==> config.mk <==
export PLATFORM = sky130hd
export DESIGN_NAME = seq_shift_unit_flat
export DESIGN_NICKNAME = d
export VERILOG_FILES = /design/src/rtl/seq_shift_if.sv /design/src/rtl/seq_shift_unit.sv /design/src/flat_wrapper.sv
export SDC_FILE = /design/constraint.sdc
export NUM_CORES = 1
export LEC_CHECK = 0
export ABC_AREA = 1
export CAP_MARGIN = 20
export CORE_MARGIN = 2
export CORE_UTILIZATION = 48
export DETAILED_ROUTE_END_ITERATION = 10
export PLACE_DENSITY = 0.8
export SYNTH_ARGS = -nofsm -noshare
export SYNTH_HDL_FRONTEND = slang
export SYNTH_SLANG_ARGS = --single-unit
==> constraint.sdc <==
create_clock -name clk -period 1.75 [get_ports clk]
set_input_delay 0.2625 -clock clk [delete_from_list [all_inputs] [get_ports clk]]
set_output_delay 0.2625 -clock clk [all_outputs]
set_load 0.01 [all_outputs]
==> src/rtl/seq_shift_if.sv <==
// Operand/result handshake bundle for seq_shift_unit.
// master: the producer/consumer side (drives operands and out_ready).
// slave : the shift unit itself.
interface seq_shift_if #(
    parameter int WIDTH = 16
);
    localparam int SHW = $clog2(WIDTH);

    logic             in_valid;
    logic             in_ready;
    logic [2:0]       op;
    logic [WIDTH-1:0] a;
    logic [SHW-1:0]   shamt;
    logic             out_valid;
    logic             out_ready;
    logic [WIDTH-1:0] y;
    logic             c;
    logic             of;

    modport master (
        output in_valid, op, a, shamt, out_ready,
        input  in_ready, out_valid, y, c, of
    );

    modport slave (
        input  in_valid, op, a, shamt, out_ready,
        output in_ready, out_valid, y, c, of
    );
endinterface

==> src/rtl/seq_shift_unit.sv <==
// seq_shift_unit: iterative shifter, one bit position per clock.
// Ops: 000 LSL, 001 LSR, 010 ASL, 011 ASR, 100 ROL, 101 ROR.
// Optional feature macro: SEQ_SHIFT_ROT_EN
//   defined     -> op 100/101 rotate left/right.
//   not defined -> op[2]==1 passes the operand through unchanged (same latency),
//                  and no rotate datapath exists.
// Latency from accept to out_valid is N+1 cycles; result is held until consumed.
module seq_shift_unit #(
    parameter int WIDTH = 16
) (
    input  logic        clk,
    input  logic        rst,
    seq_shift_if.slave  bus
);
    localparam int SHW = $clog2(WIDTH);

    typedef enum logic [1:0] {
        IDLE  = 2'b00,
        SHIFT = 2'b01,
        DONE  = 2'b10
    } state_t;

    state_t           state_reg;
    state_t           state_next;
    logic [WIDTH-1:0] y_reg;
    logic             c_reg;
    logic             of_reg;
    logic [SHW-1:0]   cnt_reg;
    logic [2:0]       op_reg;

    logic             in_ready_int;
    logic             out_valid_int;
    logic             accept;
    logic             step_en;
    logic [WIDTH-1:0] step_y;
    logic             step_c;
    logic             step_of;

    assign accept  = bus.in_valid && in_ready_int;
    assign step_en = (state_reg == SHIFT) && (cnt_reg != '0);

    // State register; reset discards any in-flight operation.
    always_ff @(posedge clk or posedge rst) begin
        if (rst) begin
            state_reg <= IDLE;
        end else begin
            state_reg <= state_next;
        end
    end

    // Next-state: SHIFT leaves only once the step counter has run out,
    // DONE leaves only when the consumer takes the result.
    always_comb begin
        state_next = state_reg;
        case (state_reg)
            IDLE:    if (accept)                       state_next = SHIFT;
            SHIFT:   if (cnt_reg == '0)                state_next = DONE;
            DONE:    if (out_valid_int && bus.out_ready) state_next = IDLE;
            default:                                   state_next = IDLE;
        endcase
    end

    // Handshake outputs decoded from state; in_ready is forced low during reset.
    always_comb begin
        in_ready_int  = (state_reg == IDLE) && !rst;
        out_valid_int = (state_reg == DONE);
    end

    // One-bit step for the latched op; c is the bit leaving (or wrapping) the word.
    always_comb begin
        step_y  = y_reg;
        step_c  = 1'b0;
        step_of = 1'b0;
        case (op_reg)
            3'b000: begin
                step_y = {y_reg[WIDTH-2:0], 1'b0};
                step_c = y_reg[WIDTH-1];
            end
            3'b001: begin
                step_y = {1'b0, y_reg[WIDTH-1:1]};
                step_c = y_reg[0];
            end
            3'b010: begin
                step_y  = {y_reg[WIDTH-2:0], 1'b0};
                step_c  = y_reg[WIDTH-1];
                // sign changes when the two top bits disagree before the step
                step_of = y_reg[WIDTH-1] ^ y_reg[WIDTH-2];
            end
            3'b011: begin
                step_y = {y_reg[WIDTH-1], y_reg[WIDTH-1:1]};
                step_c = y_reg[0];
            end
`ifdef SEQ_SHIFT_ROT_EN
            3'b100: begin
                step_y = {y_reg[WIDTH-2:0], y_reg[WIDTH-1]};
                step_c = y_reg[WIDTH-1];
            end
            3'b101: begin
                step_y = {y_reg[0], y_reg[WIDTH-1:1]};
                step_c = y_reg[0];
            end
`endif
            default: begin
                // pass-through: word unchanged, no carry, no overflow
                step_y  = y_reg;
                step_c  = 1'b0;
                step_of = 1'b0;
            end
        endcase
    end

    // Datapath: capture operands at accept, then apply one step per cycle.
    always_ff @(posedge clk or posedge rst) begin
        if (rst) begin
            y_reg   <= '0;
            c_reg   <= 1'b0;
            of_reg  <= 1'b0;
            cnt_reg <= '0;
            op_reg  <= 3'b000;
        end else if (accept) begin
            y_reg   <= bus.a;
            c_reg   <= 1'b0;
            of_reg  <= 1'b0;
            cnt_reg <= bus.shamt;
            op_reg  <= bus.op;
        end else if (step_en) begin
            y_reg   <= step_y;
            c_reg   <= step_c;
            of_reg  <= of_reg | step_of;
            cnt_reg <= cnt_reg - SHW'(1);
        end
    end

    assign bus.in_ready  = in_ready_int;
    assign bus.out_valid = out_valid_int;
    assign bus.y         = y_reg;
    assign bus.c         = c_reg;
    assign bus.of        = of_reg;

endmodule

==> src/flat_wrapper.sv <==
// flat-port wrapper written by rule: the top's interface ports become plain ports
module seq_shift_unit_flat 
#(
    parameter int WIDTH = 16
)
  (clk, rst, bus_in_valid, bus_op, bus_a, bus_shamt, bus_out_ready, bus_in_ready, bus_out_valid, bus_y, bus_c, bus_of);
  seq_shift_if #(.WIDTH(WIDTH)) bus_i ();
  input  logic clk;
  input  logic rst;
  input wire logic [$bits(bus_i.in_valid)-1:0] bus_in_valid;
  input wire logic [$bits(bus_i.op)-1:0] bus_op;
  input wire logic [$bits(bus_i.a)-1:0] bus_a;
  input wire logic [$bits(bus_i.shamt)-1:0] bus_shamt;
  input wire logic [$bits(bus_i.out_ready)-1:0] bus_out_ready;
  output wire logic [$bits(bus_i.in_ready)-1:0] bus_in_ready;
  output wire logic [$bits(bus_i.out_valid)-1:0] bus_out_valid;
  output wire logic [$bits(bus_i.y)-1:0] bus_y;
  output wire logic [$bits(bus_i.c)-1:0] bus_c;
  output wire logic [$bits(bus_i.of)-1:0] bus_of;
  assign bus_i.in_valid = bus_in_valid;
  assign bus_i.op = bus_op;
  assign bus_i.a = bus_a;
  assign bus_i.shamt = bus_shamt;
  assign bus_i.out_ready = bus_out_ready;
  assign bus_in_ready = bus_i.in_ready;
  assign bus_out_valid = bus_i.out_valid;
  assign bus_y = bus_i.y;
  assign bus_c = bus_i.c;
  assign bus_of = bus_i.of;
  seq_shift_unit #(.WIDTH(WIDTH)) u_core (.clk(clk), .rst(rst), .bus(bus_i));
endmodule
==> impl_metrics.csv <==
group,metric,value,unit
synth,synthesis.nets,287,
timing,max_clock_freq,618,MHz
worst_setup_path,path_cells,"clkdlybuf4s50_1",
finish,diodes,0,
clock_network,cts_buffer_depth,2,
timing,rsz0062_at_grt,"false",
synth,synth_edf_count,0,
detailed_routing,drtIter0Drc,119,
global_routing,grt_max_degree,44,
power_and_ir_drop,p_seq_share,32.4,%
power_and_ir_drop,clockPowerShare,7.8,%
worst_setup_path,crit_type,"register to output pin",
clock_network,clk_latency,0.32,ns
die,die_width,63.5,um
worst_setup_path,start_kind,"register",
hold_path,hold_class,"input pin to async pin",
timing,holdWs,0.346,ns
power_and_ir_drop,power.leakage,1.21,nW
power_and_ir_drop,p_int,1.82,mW
die,fp.coreArea,0.00336,mm^2
die,pin_count,47,
clock_network,ctsHoldBuffers,0,
global_routing,overflow,0,
power_and_ir_drop,power_switching,1.66,mW
timing,post-route-period-util,92.4,%
clock_network,cts_max_level,1,
synth,synthCells,259,
worst_setup_path,critPathCaptureType,"output pin",
finish,nFillCells,328,
synth,synth-seq-area-share,39.8,%
worst_setup_path,crit_slowest_cell,"clkdlybuf4s50_1",
timing,finalSetupTns,0,ns
detailed_routing,ant_nets,0,
detailed_routing,via_per_inst,4.91,
timing,setup_viol,0,
clock_network,clock_sinks,27,
timing,finClkSkew,0.00521,ns
worst_setup_path,cp.arrival,1.35,ns
power_and_ir_drop,p_per_area,1550,mW/mm^2
global_routing,grt_pass1_vias,1553,
global_routing,antenna_found_initial,0,
finish,drive_above_1_share,6.54,%
power_and_ir_drop,ir_drop,0.890,mV
die,dieArea,0.00403,mm^2
run_status,status,"completed",
detailed_routing,wl,4130,um
worst_setup_path,slowest_delay,0.57,ns
timing,hold_violations,0,
synth,syn-cell-area,0.00170,mm^2
detailed_routing,via_count,1730,
detailed_routing,drtPass1Iterations,4,
power_and_ir_drop,p_comb_share,59.8,%
synth,yosysUniqueCellTypes,23,
power_and_ir_drop,p_sw_share,47.7,%
worst_setup_path,worstPathRequired,1.49,ns
synth,synthTopCellsByArea,"dfrtp_1 40%, nand2_1 32%, nand4_1 6.3%",
synth,avgSynthCellArea,6.56,um^2
synth,ys_ff_latch,27,
finish,area_growth,32.8,%
worst_setup_path,crit_buf_inv,1,
finish,layout.nets,335,
detailed_routing,wl_per_cell,11.7,um
clock_network,cts_buffers,3,
synth,synth_top_area_share,39.8,%
timing,slew_headroom,64.2,%
clock_network,clk_pin_slew,0.15,ns
synth,yosysTopAreaCell,"dfrtp_1",
clock_network,cts_tree,"built",
worst_setup_path,critPathTopFamily,"buffers and inverters",
synth,async_flop_share,100,%
finish,largest_reg_flops,16,
timing,drv_slew,0,
finish,stdcell_count,352,
synth,synth_top_cells_by_count,"146 x nand2_1, 27 x dfrtp_1, 21 x inv_1",
run,maxCapViolCount,0,
timing,worst_pin_slew,0.536,ns
placement,hpwl,2820,um
worst_setup_path,cp_max_fo,5,
synth,synth_ff_type,"dfrtp_1",
clock_network,cts-root-buf,"clkbuf_4",
die,initial_utilization,50.5,%
detailed_routing,drc,0,
global_routing,grt_usage,21.6,%
placement,portBuffers,46,
global_routing,grt_first_pass_wirelength,7010,um
placement,gp_congestion,0.855,
synth,yosysWarningCount,0,
die,rows,21,
timing,fin_crit,1.62,ns
die,die_h,63.5,um
placement,dp_cells,347,
synth,synth_most_common_cell,"nand2_1",
-- final cells by class --
class	instances	area (um^2)	share of cell area [%]
clock inverters	1	5.00	0.222
flip-flops and latches	27	676	30.0
well taps	46	57.6	2.55
clock buffers	3	22.5	0.999
multi-input cells	199	881	39.1
repair buffers	54	531	23.5
inverters	22	82.6	3.66
-- worst paths after layout --
path | from | cells past startpoint | endpoint | slack, ns
worst max-delay path | u_core.bus.y[14] | 1 | bus_y[14] | 0.13
worst min-delay path | rst | 3 | u_core.bus.y[11] | 0.35
worst max register to register | u_core.cnt_reg[0] | 7 | u_core.bus.y[11] | 0.16
worst min register to register | u_core.bus.c | 2 | u_core.bus.c | 0.50
max in group asynchronous | rst | 3 | u_core.bus.y[4] | 1.22
min in group clk | bus_op[1] | 3 | u_core.op_reg[1] | 0.48
-- metal layers --
layer | wire length (um) | vias to the layer above | track usage [%]
li1 | - | 902 | -
met1 | 1940 | 778 | 29.1
met2 | 1930 | 46 | 36.3
met3 | 230 | 4 | 3.39
met4 | 30 | 0 | 5.16
met5 | 0 | - | 0
-- power by group through the flow --
stage	Sequential (mW)	Combinational (mW)	Clock (mW)
floorplan	1.16	1.33	0
global placement	1.14	2.00	0
detailed placement	1.14	2.05	0
CTS	1.12	2.09	0.284
global route	1.16	2.38	0.321
finish	1.13	2.09	0.273
-- through the flow --
step / utilization, % / total power [mW] / worst slack [ns] / instance area, um^2
6_report: 67.0 / 3.49 / 0.133 / 2250
5_1_grt: 67.0 / 3.86 / 0.00558 / 2250
4_1_cts: 66.9 / 3.49 / 0.114 / 2250
3_5_place_dp: 65.6 / 3.18 / -0.0525 / 2200
3_3_place_gp: 65.6 / 3.14 / -0.0793 / 2200
2_1_floorplan: - / 2.49 / 0.341 / 1710
-- worst register-to-register path: cells and delay by family, from the launching register on --
family	cells	cell delay [ns]
AO/OA/AOI/OAI	1	0.41
adder cells (fa/ha/maj)	1	0.23
buffers and inverters	1	0.08
flip-flops	1	0.38
AND/OR/NAND/NOR	4	0.43
-- logic make-up after synthesis --
| kind of cell | count (synthesis) | share of synthesized area (%) |
|---|---|---|
| adders and majority gates | 1 | 0.737 |
| DFF | 27 | 39.8 |
| and+or+nand+nor | 187 | 46.6 |
| buffers and inverters | 33 | 9.36 |
| AOI/OAI and AO/OA | 11 | 3.54 |
-- timing repair --
item	4_1_cts	5_1_grt
gates resized for setup	4	1
setup buffers	1	0
endpoints found under the hold margin	0	0
endpoints found under the setup margin	6	4
gates cloned	0	0
-- cells in the final DEF, fill, tap and decap left out --
cell type          n
a21oi_1            1
nand4_1           17
nor2_4             1
nand2_1          146
clkbuf_4           3
nand2_2            1
o21ai_4            1
nor3_2             1
dlygate4sd2_1      2
clkinv_2           1
o21ai_1            2
nand3_1            9
o22ai_1            1
buf_4              7
nor2_1             9
inv_1             21
buf_12             1
dfrtp_1           27
inv_2              1
ha_1               1
clkdlybuf4s50_1   44
o21ai_0            6
nand2_4            2
nand3_4            1
(Power assumes the default switching activity.)
